**src/rtl/keypad_pkg.sv**
```systemverilog
// keypad_pkg: shared types, sizes and helpers for the 4x4 keypad scanner.
//   state_e    : scanner FSM states
//   KEY_W/ROWS/COLS : key code width and matrix dimensions
//   is_onehot  : exactly-one-bit-set test for a 4-bit vector
//   oh2idx     : one-hot to index, bit3 maps to index 0
package keypad_pkg;

    localparam int KEY_W = 4;
    localparam int ROWS  = 4;
    localparam int COLS  = 4;

    typedef enum logic [1:0] {SCAN, DEBOUNCE, REPORT, RELEASE} state_e;

    function automatic logic is_onehot(input logic [3:0] v);
        return (v != 4'b0) && ((v & (v - 4'b1)) == 4'b0);
    endfunction

    // Row/column bit 3 is physical line 0, so the index counts down the vector.
    function automatic logic [1:0] oh2idx(input logic [3:0] oh);
        return oh[3] ? 2'd0 : oh[2] ? 2'd1 : oh[1] ? 2'd2 : 2'd3;
    endfunction

endpackage

```
**src/rtl/keypad_scan_ctrl_if.sv**
```systemverilog
// keypad_scan_ctrl_if: keypad matrix / ring counter / consumer signal bundle.
//   col_onehot : one-hot column phase from the ring counter
//   row_in     : asynchronous active-high keypad rows (bit3 = row0)
//   key_ack    : consumer accepts key_code
//   cnt_en     : one-cycle advance pulse to the ring counter
//   key_code   : {row_idx, col_idx}
//   key_valid  : key_code valid, held until acknowledged
//   err_multi  : pulse when several rows are active at a sample point
//   master = environment side, slave = scanner side
interface keypad_scan_ctrl_if;
    import keypad_pkg::*;

    logic [COLS-1:0]  col_onehot;
    logic [ROWS-1:0]  row_in;
    logic             key_ack;
    logic             cnt_en;
    logic [KEY_W-1:0] key_code;
    logic             key_valid;
    logic             err_multi;

    modport master (
        output col_onehot, row_in, key_ack,
        input  cnt_en, key_code, key_valid, err_multi
    );

    modport slave (
        input  col_onehot, row_in, key_ack,
        output cnt_en, key_code, key_valid, err_multi
    );

endinterface

```
**src/rtl/keypad_scan_ctrl_sync_2ff.sv**
```systemverilog
// sync_2ff: two-flop synchronizer for a W-bit asynchronous bus.
//   clk  : destination clock
//   rstn : asynchronous active-low reset, clears both stages
//   d_i  : asynchronous input
//   q_o  : synchronized output
module sync_2ff #(
    parameter int W = 4
) (
    input  logic         clk,
    input  logic         rstn,
    input  logic [W-1:0] d_i,
    output logic [W-1:0] q_o
);

    logic [W-1:0] meta_q;

    always_ff @(posedge clk or negedge rstn) begin
        if (!rstn) begin
            meta_q <= '0;
            q_o    <= '0;
        end else begin
            meta_q <= d_i;
            q_o    <= meta_q;
        end
    end

endmodule

```
**src/rtl/keypad_scan_ctrl.sv**
```systemverilog
// keypad_scan_ctrl: 4x4 matrix keypad scanner with debounce and valid/ack report.
//   clk  : system clock, rising edge
//   rstn : asynchronous active-low reset
//   kp   : slave side of keypad_scan_ctrl_if (column phase, rows, ack in;
//          ring advance, key code/valid, multi-row error out)
module keypad_scan_ctrl
    import keypad_pkg::*;
#(
    parameter int SCAN_DIV        = 4,
    parameter int DEBOUNCE_CYCLES = 16
) (
    input  logic               clk,
    input  logic               rstn,
    keypad_scan_ctrl_if.slave  kp
);

    localparam int DW = $clog2(SCAN_DIV);
    localparam int CW = $clog2(DEBOUNCE_CYCLES);
    localparam logic [DW-1:0] DIV_LAST = DW'(SCAN_DIV - 1);
    localparam logic [CW-1:0] DB_LAST  = CW'(DEBOUNCE_CYCLES - 1);

    logic [ROWS-1:0]  row_s;
    state_e           state_q, state_d;
    logic [DW-1:0]    div_q, div_d;
    logic [CW-1:0]    dbc_q, dbc_d;
    logic [ROWS-1:0]  row_q, row_d;
    logic [1:0]       col_q, col_d;
    logic [KEY_W-1:0] code_q, code_d;
    logic             valid_q, valid_d;
    logic             sample, hit;

    sync_2ff #(.W(ROWS)) u_row_sync (
        .clk  (clk),
        .rstn (rstn),
        .d_i  (kp.row_in),
        .q_o  (row_s)
    );

    assign sample = (state_q == SCAN) && (div_q == DIV_LAST);
    // A single row on a well-formed column phase is the only sample that holds the ring.
    assign hit    = is_onehot(row_s) && is_onehot(kp.col_onehot);

    always_ff @(posedge clk or negedge rstn) begin
        if (!rstn) begin
            state_q <= SCAN;
            div_q   <= '0;
            dbc_q   <= '0;
            row_q   <= '0;
            col_q   <= '0;
            code_q  <= '0;
            valid_q <= 1'b0;
        end else begin
            state_q <= state_d;
            div_q   <= div_d;
            dbc_q   <= dbc_d;
            row_q   <= row_d;
            col_q   <= col_d;
            code_q  <= code_d;
            valid_q <= valid_d;
        end
    end

    always_comb begin
        state_d = state_q;
        // The divider only runs in SCAN, so every re-entry to SCAN starts from zero.
        div_d   = (state_q == SCAN && !sample) ? div_q + 1'b1 : '0;
        dbc_d   = dbc_q;
        row_d   = row_q;
        col_d   = col_q;
        code_d  = code_q;
        valid_d = valid_q;
        unique case (state_q)
            SCAN: begin
                if (sample && hit) begin
                    state_d = DEBOUNCE;
                    row_d   = row_s;
                    col_d   = oh2idx(kp.col_onehot);
                    dbc_d   = '0;
                end
            end
            DEBOUNCE: begin
                if (row_s != row_q) begin
                    state_d = SCAN;
                end else if (dbc_q == DB_LAST) begin
                    state_d = REPORT;
                    code_d  = {oh2idx(row_q), col_q};
                    valid_d = 1'b1;
                end else begin
                    dbc_d = dbc_q + 1'b1;
                end
            end
            REPORT: begin
                if (kp.key_ack) begin
                    state_d = RELEASE;
                    valid_d = 1'b0;
                    dbc_d   = '0;
                end
            end
            RELEASE: begin
                if (row_s != '0) begin
                    dbc_d = '0;
                end else if (dbc_q == DB_LAST) begin
                    state_d = SCAN;
                end else begin
                    dbc_d = dbc_q + 1'b1;
                end
            end
            default: state_d = SCAN;
        endcase
    end

    always_comb begin
        kp.cnt_en    = sample && !hit;
        kp.err_multi = sample && is_onehot(kp.col_onehot) && (row_s != '0) && !is_onehot(row_s);
        kp.key_code  = code_q;
        kp.key_valid = valid_q;
    end

endmodule
```
**src/flat_wrapper.sv**
```systemverilog
// flat-port wrapper written by rule: the top's interface ports become plain ports
module keypad_scan_ctrl_flat import keypad_pkg::*;
#(
    parameter int SCAN_DIV        = 4,
    parameter int DEBOUNCE_CYCLES = 16
)
  (clk, rstn, kp_col_onehot, kp_row_in, kp_key_ack, kp_cnt_en, kp_key_code, kp_key_valid, kp_err_multi);
  keypad_scan_ctrl_if kp_i ();
  input  logic clk;
  input  logic rstn;
  input wire logic [$bits(kp_i.col_onehot)-1:0] kp_col_onehot;
  input wire logic [$bits(kp_i.row_in)-1:0] kp_row_in;
  input wire logic [$bits(kp_i.key_ack)-1:0] kp_key_ack;
  output wire logic [$bits(kp_i.cnt_en)-1:0] kp_cnt_en;
  output wire logic [$bits(kp_i.key_code)-1:0] kp_key_code;
  output wire logic [$bits(kp_i.key_valid)-1:0] kp_key_valid;
  output wire logic [$bits(kp_i.err_multi)-1:0] kp_err_multi;
  assign kp_i.col_onehot = kp_col_onehot;
  assign kp_i.row_in = kp_row_in;
  assign kp_i.key_ack = kp_key_ack;
  assign kp_cnt_en = kp_i.cnt_en;
  assign kp_key_code = kp_i.key_code;
  assign kp_key_valid = kp_i.key_valid;
  assign kp_err_multi = kp_i.err_multi;
  keypad_scan_ctrl #(.SCAN_DIV(SCAN_DIV), .DEBOUNCE_CYCLES(DEBOUNCE_CYCLES)) u_core (.clk(clk), .rstn(rstn), .kp(kp_i));
endmodule
```
**config.mk**
```make
export PLATFORM = sky130hd
export DESIGN_NAME = keypad_scan_ctrl_flat
export DESIGN_NICKNAME = d
export VERILOG_FILES = /design/src/rtl/keypad_pkg.sv /design/src/rtl/keypad_scan_ctrl_if.sv /design/src/rtl/keypad_scan_ctrl_sync_2ff.sv /design/src/rtl/keypad_scan_ctrl.sv /design/src/flat_wrapper.sv
export SDC_FILE = /design/constraint.sdc
export NUM_CORES = 1
export LEC_CHECK = 0
export ABC_AREA = 1
export CAP_MARGIN = 30
export CELL_PAD_IN_SITES_DETAIL_PLACEMENT = 0
export CELL_PAD_IN_SITES_GLOBAL_PLACEMENT = 1
export CORE_ASPECT_RATIO = 0.7
export CORE_MARGIN = 2
export CORE_UTILIZATION = 39
export DETAILED_ROUTE_END_ITERATION = 16
export GPL_ROUTABILITY_DRIVEN = 0
export PLACE_DENSITY_LB_ADDON = 0.1
export SETUP_SLACK_MARGIN = 0.3
export SLEW_MARGIN = 20
export SYNTH_ARGS = -nofsm -noshare
export SYNTH_HDL_FRONTEND = slang
export SYNTH_HIERARCHICAL = 1
export SYNTH_SLANG_ARGS = --single-unit
```
**constraint.sdc**
```tcl
create_clock -name clk -period 1.6 [get_ports clk]
set_input_delay 0.24 -clock clk [delete_from_list [all_inputs] [get_ports clk]]
set_output_delay 0.24 -clock clk [all_outputs]
set_load 0.01 [all_outputs]
```
# == After elaboration in Yosys (flattened, before gate mapping) ==
# Index checks and enable logic that the tools add are counted.
# word_totals
in_bits,11
elab_cells,77
ff_bits,27
# classes
eq_ne,13
n_mux,24
reduce_logical,24
n_bitwise,3
n_addsub,4
# op_table
operator,n
$mux 2,11
$mux 4,5
$pmux 4 s4,1
$logic_and 1x1->1,10
$and 4x4->4,2
$logic_not 4->1,2
$ne 2x2->1 const B,4
$pmux 2 s4,1
$reduce_bool 4->1,2
$sub 4x1->4 const B,2
$eq 2x2->1 const B,3
$reduce_and 3->1,2
$mux 1,5
$reduce_and 5->1,1
$add 4x1->4 const B,1
$eq 4x4->1 const B,1
$ne 2x1->1 const B,2
$ne 4x4->1,1
$reduce_and 4->1,1
$logic_not 1->1,3
$ne 3x1->1 const B,1
$add 2x1->2 const B,1
$eq 2x1->1 const B,1
$logic_not 2->1,1
other kinds (4),4

# == Logic depth before layout (Yosys ltp) ==
# logic_depth
word_depth,8
depth_mapped,11
ltp_nobuf,11

# == Modules after synthesis ==
# Netlist, hierarchy kept.
# by_module_without_submodules
mod,area_each_um2,cells_each,n_inst
keypad_scan_ctrl,1146.1,159,1
sync_2ff,200.2,8,1

# == Worst setup path after synthesis ==
# OpenSTA, ideal clock, no wires.
# synth_path
path_type,register to register
startpoint,reg u_core.dbc_q[0]
endpoint,reg (tool-made name)
setup_ns,0.117
path_stages_with_launch,9
t_required_ns,1.483
slack_ns,0.232
arrival_time_ns,1.251
path_buffers,0
path_cell_list,dfrtp_1 > ha_1 > nand2_1 > nor2_2 > a21oi_1 > nand2_1 > nand4_1 > nand2_1 > nand2_1
# synth_rtl
item,line,rtl
start: declaration,keypad_scan_ctrl.sv:25,"logic [CW-1:0] dbc_q, dbc_d;"
start signal: assignment,keypad_scan_ctrl.sv:47,dbc_q <= '0;
start signal: assignment,keypad_scan_ctrl.sv:55,dbc_q <= dbc_d;

# == Worst setup path in the final report ==
# layout_path
startpoint,reg u_core.u_row_sync.q_o[1]
endpoint,out kp_err_multi
# layout_between
elab_chain_len,6
# layout_rtl
item,line,rtl
start: declaration,keypad_scan_ctrl_sync_2ff.sv:12,output logic [W-1:0] q_o
start signal: assignment,keypad_scan_ctrl_sync_2ff.sv:23,q_o <= meta_q;
$sub 4x1->4,keypad_pkg.sv:15,return (v != 4'b0) && ((v & (v - 4'b1)) == 4'b0);
$and 4x4->4,keypad_pkg.sv:15,
$logic_not 4->1,keypad_pkg.sv:15,
$logic_and 1x1->1,keypad_pkg.sv:15,
$logic_not 1->1,keypad_scan_ctrl.sv:114,kp.err_multi = sample && is_onehot(kp.col_onehot) && (row_s != '0) && !is_onehot(row_s);
$logic_and 1x1->1 (*),keypad_scan_ctrl.sv:114,
end: declaration,flat_wrapper.sv:17,output wire logic [$bits(kp_i.err_multi)-1:0] kp_err_multi;
# Every way passes the cells marked *; elsewhere a longest branch is shown, timed or not.

==> tab_implementation.tex <==
\begin{tabular}{lr}
\hline
Metric & Value \\
\hline
\multicolumn{2}{l}{\textbf{Run status}} \\
\quad Outcome & completed \\
\multicolumn{2}{l}{\textbf{Worst setup path}} \\
\quad Highest cell delay on the worst timing path & 400 ps \\
\quad Data arrival time at the worst-slack endpoint & around 1300 ps \\
\quad Max stage delay cell, worst path & sky130\_fd\_sc\_hd\_\_dfrtp\_1 \\
\quad Worst-path maximum fanout & 3 \\
\quad Cell breakdown of the critical path & nand2\_1, nand2\_1, nand2\_2, buf\_4, nor3\_2, buf\_2 \\
\quad CP required & between 1000 and 1500 ps \\
\quad R2r worst-path depth & 11 \\
\quad Critical path endpoint & kp\_err\_multi \\
\quad Critical path class & flip-flop to output pin \\
\quad Start point of the critical path & u\_core/u\_row\_sync/q\_o[1] \\
\quad RR Endpoint & u\_core/col\_q[0] \\
\quad Launch point of the worst reg-to-reg path & u\_core/u\_row\_sync/q\_o[2] \\
\quad Top cell by count, worst path & sky130\_fd\_sc\_hd\_\_nand2\_1 \\
\quad Endpoint class of the critical path & output pin \\
\quad Register-to-Register Setup Slack & $\sim$40 ps \\
\quad Startpoint type of the worst setup path & flip-flop \\
\multicolumn{2}{l}{\textbf{STA}} \\
\quad Setup TNS after final layout & 0 ps \\
\quad Max-slew violation count & 0 \\
\quad Final Setup Violations & 0 \\
\quad Highest clock frequency the design can meet & 633 MHz \\
\quad Final period demand of the worst path & between 1500 and 2000 ps \\
\quad Final Hold Viols & 0 \\
\quad Worst clock skew & roughly 2.0 ps \\
\quad Worst rel slew slack & between 70 and 80\% \\
\quad Worst-case hold slack & 337 ps \\
\quad Final Cycle Share & 98.7\% \\
\quad Setup repair after global routing missed its margin & yes \\
\quad Worst Max-Slew Pin Slew & about 340 ps \\
\multicolumn{2}{l}{\textbf{CTS}} \\
\quad Sinks on the clock net & 27 \\
\quad Hold buffer count at CTS & 0 \\
\quad TritonCTS clock tree & done \\
\quad Root Buffer & sky130\_fd\_sc\_hd\_\_clkbuf\_8 \\
\quad Clock latency at the later pin of the worst-skew pair & approximately 270 ps \\
\quad Clock edge transition at the registers on the reported setup and hold paths & roughly 90 ps \\
\quad H-tree depth reported by CTS & 1 \\
\quad Inserted Clock Buffers & 3 \\
\quad CTS Buffer Depth & 2 \\
\multicolumn{2}{l}{\textbf{Cells and area}} \\
\quad Count of fill cells added during filler insertion & 300 \\
\quad FF+latch area & about 680 um2 \\
\quad Nets & 222 \\
\quad Share of layout cells above drive strength 1 & between 30\% and 40\% \\
\quad N\_diodes & 0 \\
\quad Area occupied by multi-input gates & around 660 um2 \\
\quad Post-synthesis to final-layout area growth & 40.3\% \\
\quad Post-Route Utilization & between 50\% and 60\% \\
\quad Non-filler instance count after layout & 255 \\
\multicolumn{2}{l}{\textbf{Power}} \\
\quad VDD IR-drop max & about 530 uV \\
\quad P\_leak & between 0.9 and 1 nW \\
\quad Pwr per Cell Area & approximately 1200 mW/mm2 \\
\multicolumn{2}{l}{\textbf{Yosys}} \\
\quad Post-synth EDFFs & 0 \\
\quad Portion of synthesized cell area occupied by the leading cell type & 50.2\% \\
\quad YS warnings & 6 \\
\quad Post-synthesis register bit count & 27 \\
\quad Combined area of all synthesized cells & between 0.001 and 0.0015 mm2 \\
\quad Share of synthesized area occupied by flip-flops and latches & between 50\% and 60\% \\
\quad Syn Area/Cell & between 8 and 9 um2 \\
\quad Dominant register cell in the synthesized netlist & sky130\_fd\_sc\_hd\_\_dfrtp\_1 \\
\quad Unique masters post-synth & 23 \\
\quad Top post-synthesis cells by count & sky130\_fd\_sc\_hd\_\_nand2\_1, sky130\_fd\_sc\_hd\_\_dfrtp\_1, sky130\_fd\_sc\_hd\_\_inv\_1, sky130\_fd\_sc\_hd\_\_nor2\_1 \\
\quad Instance count of the mapped netlist & about 170 \\
\quad Net count after synthesis & 180 \\
\quad Largest area contributor in the netlist & sky130\_fd\_sc\_hd\_\_dfrtp\_1 \\
\quad Most used standard cell by instance count after synthesis & sky130\_fd\_sc\_hd\_\_nand2\_1 \\
\quad Synth async-reset ratio & 100\% \\
\quad Cell types with the largest area share after synthesis & sky130\_fd\_sc\_hd\_\_dfrtp\_1, sky130\_fd\_sc\_hd\_\_nand2\_1, sky130\_fd\_sc\_hd\_\_inv\_1 \\
\multicolumn{2}{l}{\textbf{Floorplan}} \\
\quad Ports & 18 \\
\quad Die span in x & between 70 and 80 um \\
\quad Core footprint & $\sim$0.0032 mm2 \\
\quad Starting density of the core & 41.6\% \\
\quad Area of the die & 0.00395 mm2 \\
\quad Floorplan row count & 17 \\
\quad Die Span Y & between 50 and 60 um \\
\multicolumn{2}{l}{\textbf{Drt}} \\
\quad WL per Instance & 10.8 um \\
\quad Post-route antenna net violation count & 0 \\
\quad Initial DRC count & 64 \\
\quad Total iterations of the first detailed-routing run & 4 \\
\quad Drt total wl & 2.76 mm \\
\quad Via density per instance & 4.50 \\
\quad Remaining routing DRC violations & 0 \\
\quad Via count & around 1,100 \\
\multicolumn{2}{l}{\textbf{Job}} \\
\quad Count of maximum capacitance violations & 0 \\
\multicolumn{2}{l}{\textbf{Placement}} \\
\quad HPWL after detailed placement & a little under 2 mm \\
\quad DP Cell Count & about 240 \\
\quad Count of input and output buffers & 17 \\
\multicolumn{2}{l}{\textbf{GRT}} \\
\quad Number of antenna violations at the first check in global routing & 0 \\
\quad Remaining global-route overflow & 0 \\
\quad Vias in the first global route & about 1,100 \\
\quad Maximum number of pins on one net before global-route repair & 28 \\
\quad GRT Total Usage & roughly 16\% \\
\quad Wire length of the first global-routing pass & about 4.7 mm \\
\multicolumn{2}{l}{\textbf{Worst hold path}} \\
\quad Class of the tightest hold or removal check & input pin to async pin \\
\hline
\end{tabular}
==> power breakdown <==
| group | internal (W) | leakage (nW) | switching [W] | total [W] |
|---|---|---|---|---|
| sequential | 0.000821 | 0.351 | 0.000127 | 0.000949 |
| clock | 0.000175 | 0.0255 | 0.000208 | 0.000383 |
| combinational | 0.000378 | 0.591 | 0.000507 | 0.000885 |
| total | 0.00137 | 0.967 | 0.000843 | 0.00222 |
==> registers in the layout (all words and copies together) (netlist names), named ones only <==
| register | flops |
|---|---|
| u_core/kp.key_valid | 1 |
| u_core/u_row_sync/meta_q | 4 |
| u_core/row_q | 4 |
| u_core/col_q | 2 |
| u_core/u_row_sync/q_o | 4 |
| u_core/div_q | 2 |
| u_core/dbc_q | 4 |
| u_core/state_q | 1 |
| u_core/kp.key_code | 4 |
==> what timing repair did <==
| item | CTS | global route |
|---|---|---|
| cloned | 0 | 1 |
| gates resized for setup | 34 | 18 |
| pin swaps | 14 | 9 |
| buffers inserted | 4 | 5 |
| setup endpoints to repair | 24 | 19 |
==> worst min path at each step <==
stage,cells after the start,slack [ps],endpoint
after global placement,0,330,u_core/u_row_sync/q_o[0]
after detailed placement,0,330,u_core/u_row_sync/q_o[0]
after global routing,2,360,u_core/row_q[0]
after floorplan,0,-60,async pin
after CTS,2,340,u_core/kp.key_code[2]
final,2,340,u_core/kp.key_code[2]
==> layer usage <==
layer | GRT usage (%) | part of all wire, %
met1 | 21.5 | 53
met2 | 25.4 | 42
met3 | 4.00 | 5.3
met4 | 3.27 | 0.47
met5 | 0 | 0
==> through the flow <==
| step | total power (W) | cell area [um2] | setup WS (ps) |
|---|---|---|---|
| final | 0.00222 | 1890 | 20.1 |
| after global routing | 0.00240 | 1890 | -74.3 |
| after CTS | 0.00217 | 1780 | 3.64 |
| after detailed placement | 0.00172 | 1650 | -448 |
| after global placement | 0.00169 | 1650 | -384 |
| after floorplan | 0.00147 | 1350 | 263 |
==> cell families (layout without fill, tap and decap cells) <==
group,count (synthesis),after routing,share of synthesized area [%]
AND/OR/NAND/NOR,91,91,30.0
flip-flops,27,27,50.2
buffers and inverters,25,66,7.62
AO/OA/AOI/OAI,21,21,9.67
adder cells (fa/ha/maj),2,2,1.86
XOR/XNOR,1,1,0.651
==> placed cells by master (no fill, tap or decap), types with 3 or more instances in the layout <==
cell type and count:
sky130_fd_sc_hd__nand2_1 49, sky130_fd_sc_hd__dfrtp_1 27, sky130_fd_sc_hd__inv_1 20, sky130_fd_sc_hd__buf_4 15
sky130_fd_sc_hd__nand2_2 12, sky130_fd_sc_hd__dlygate4sd2_1 9, sky130_fd_sc_hd__nor2_1 8, sky130_fd_sc_hd__clkdlybuf4s50_1 6
sky130_fd_sc_hd__nor2_2 5, sky130_fd_sc_hd__o21ai_0 5, sky130_fd_sc_hd__buf_6 5, sky130_fd_sc_hd__nor2_4 4
sky130_fd_sc_hd__o21ai_2 4, sky130_fd_sc_hd__clkbuf_8 3, sky130_fd_sc_hd__o21ai_1 3, sky130_fd_sc_hd__nand3_1 3
==> worst max-delay path, delay by kind of cell (launching register included) <==
| family | cells | cell delay, ps |
|---|---|---|
| buffers and inverters | 2 | 290 |
| AND/OR/NAND/NOR | 4 | 370 |
| flip-flops | 1 | 400 |
==> layout make-up <==
class                           instances  share of cell area (%)
Multi-Input combinational cell        115                    35.0
Clock inverter                          1                   0.265
Inverter                               23                    4.70
Clock buffer                            3                    2.19
Tap cell                               47                    3.11
Sequential cell                        27                    35.8
Timing Repair Buffer                   39                    18.9
No activity file was read; power rests on OpenSTA's default activity.
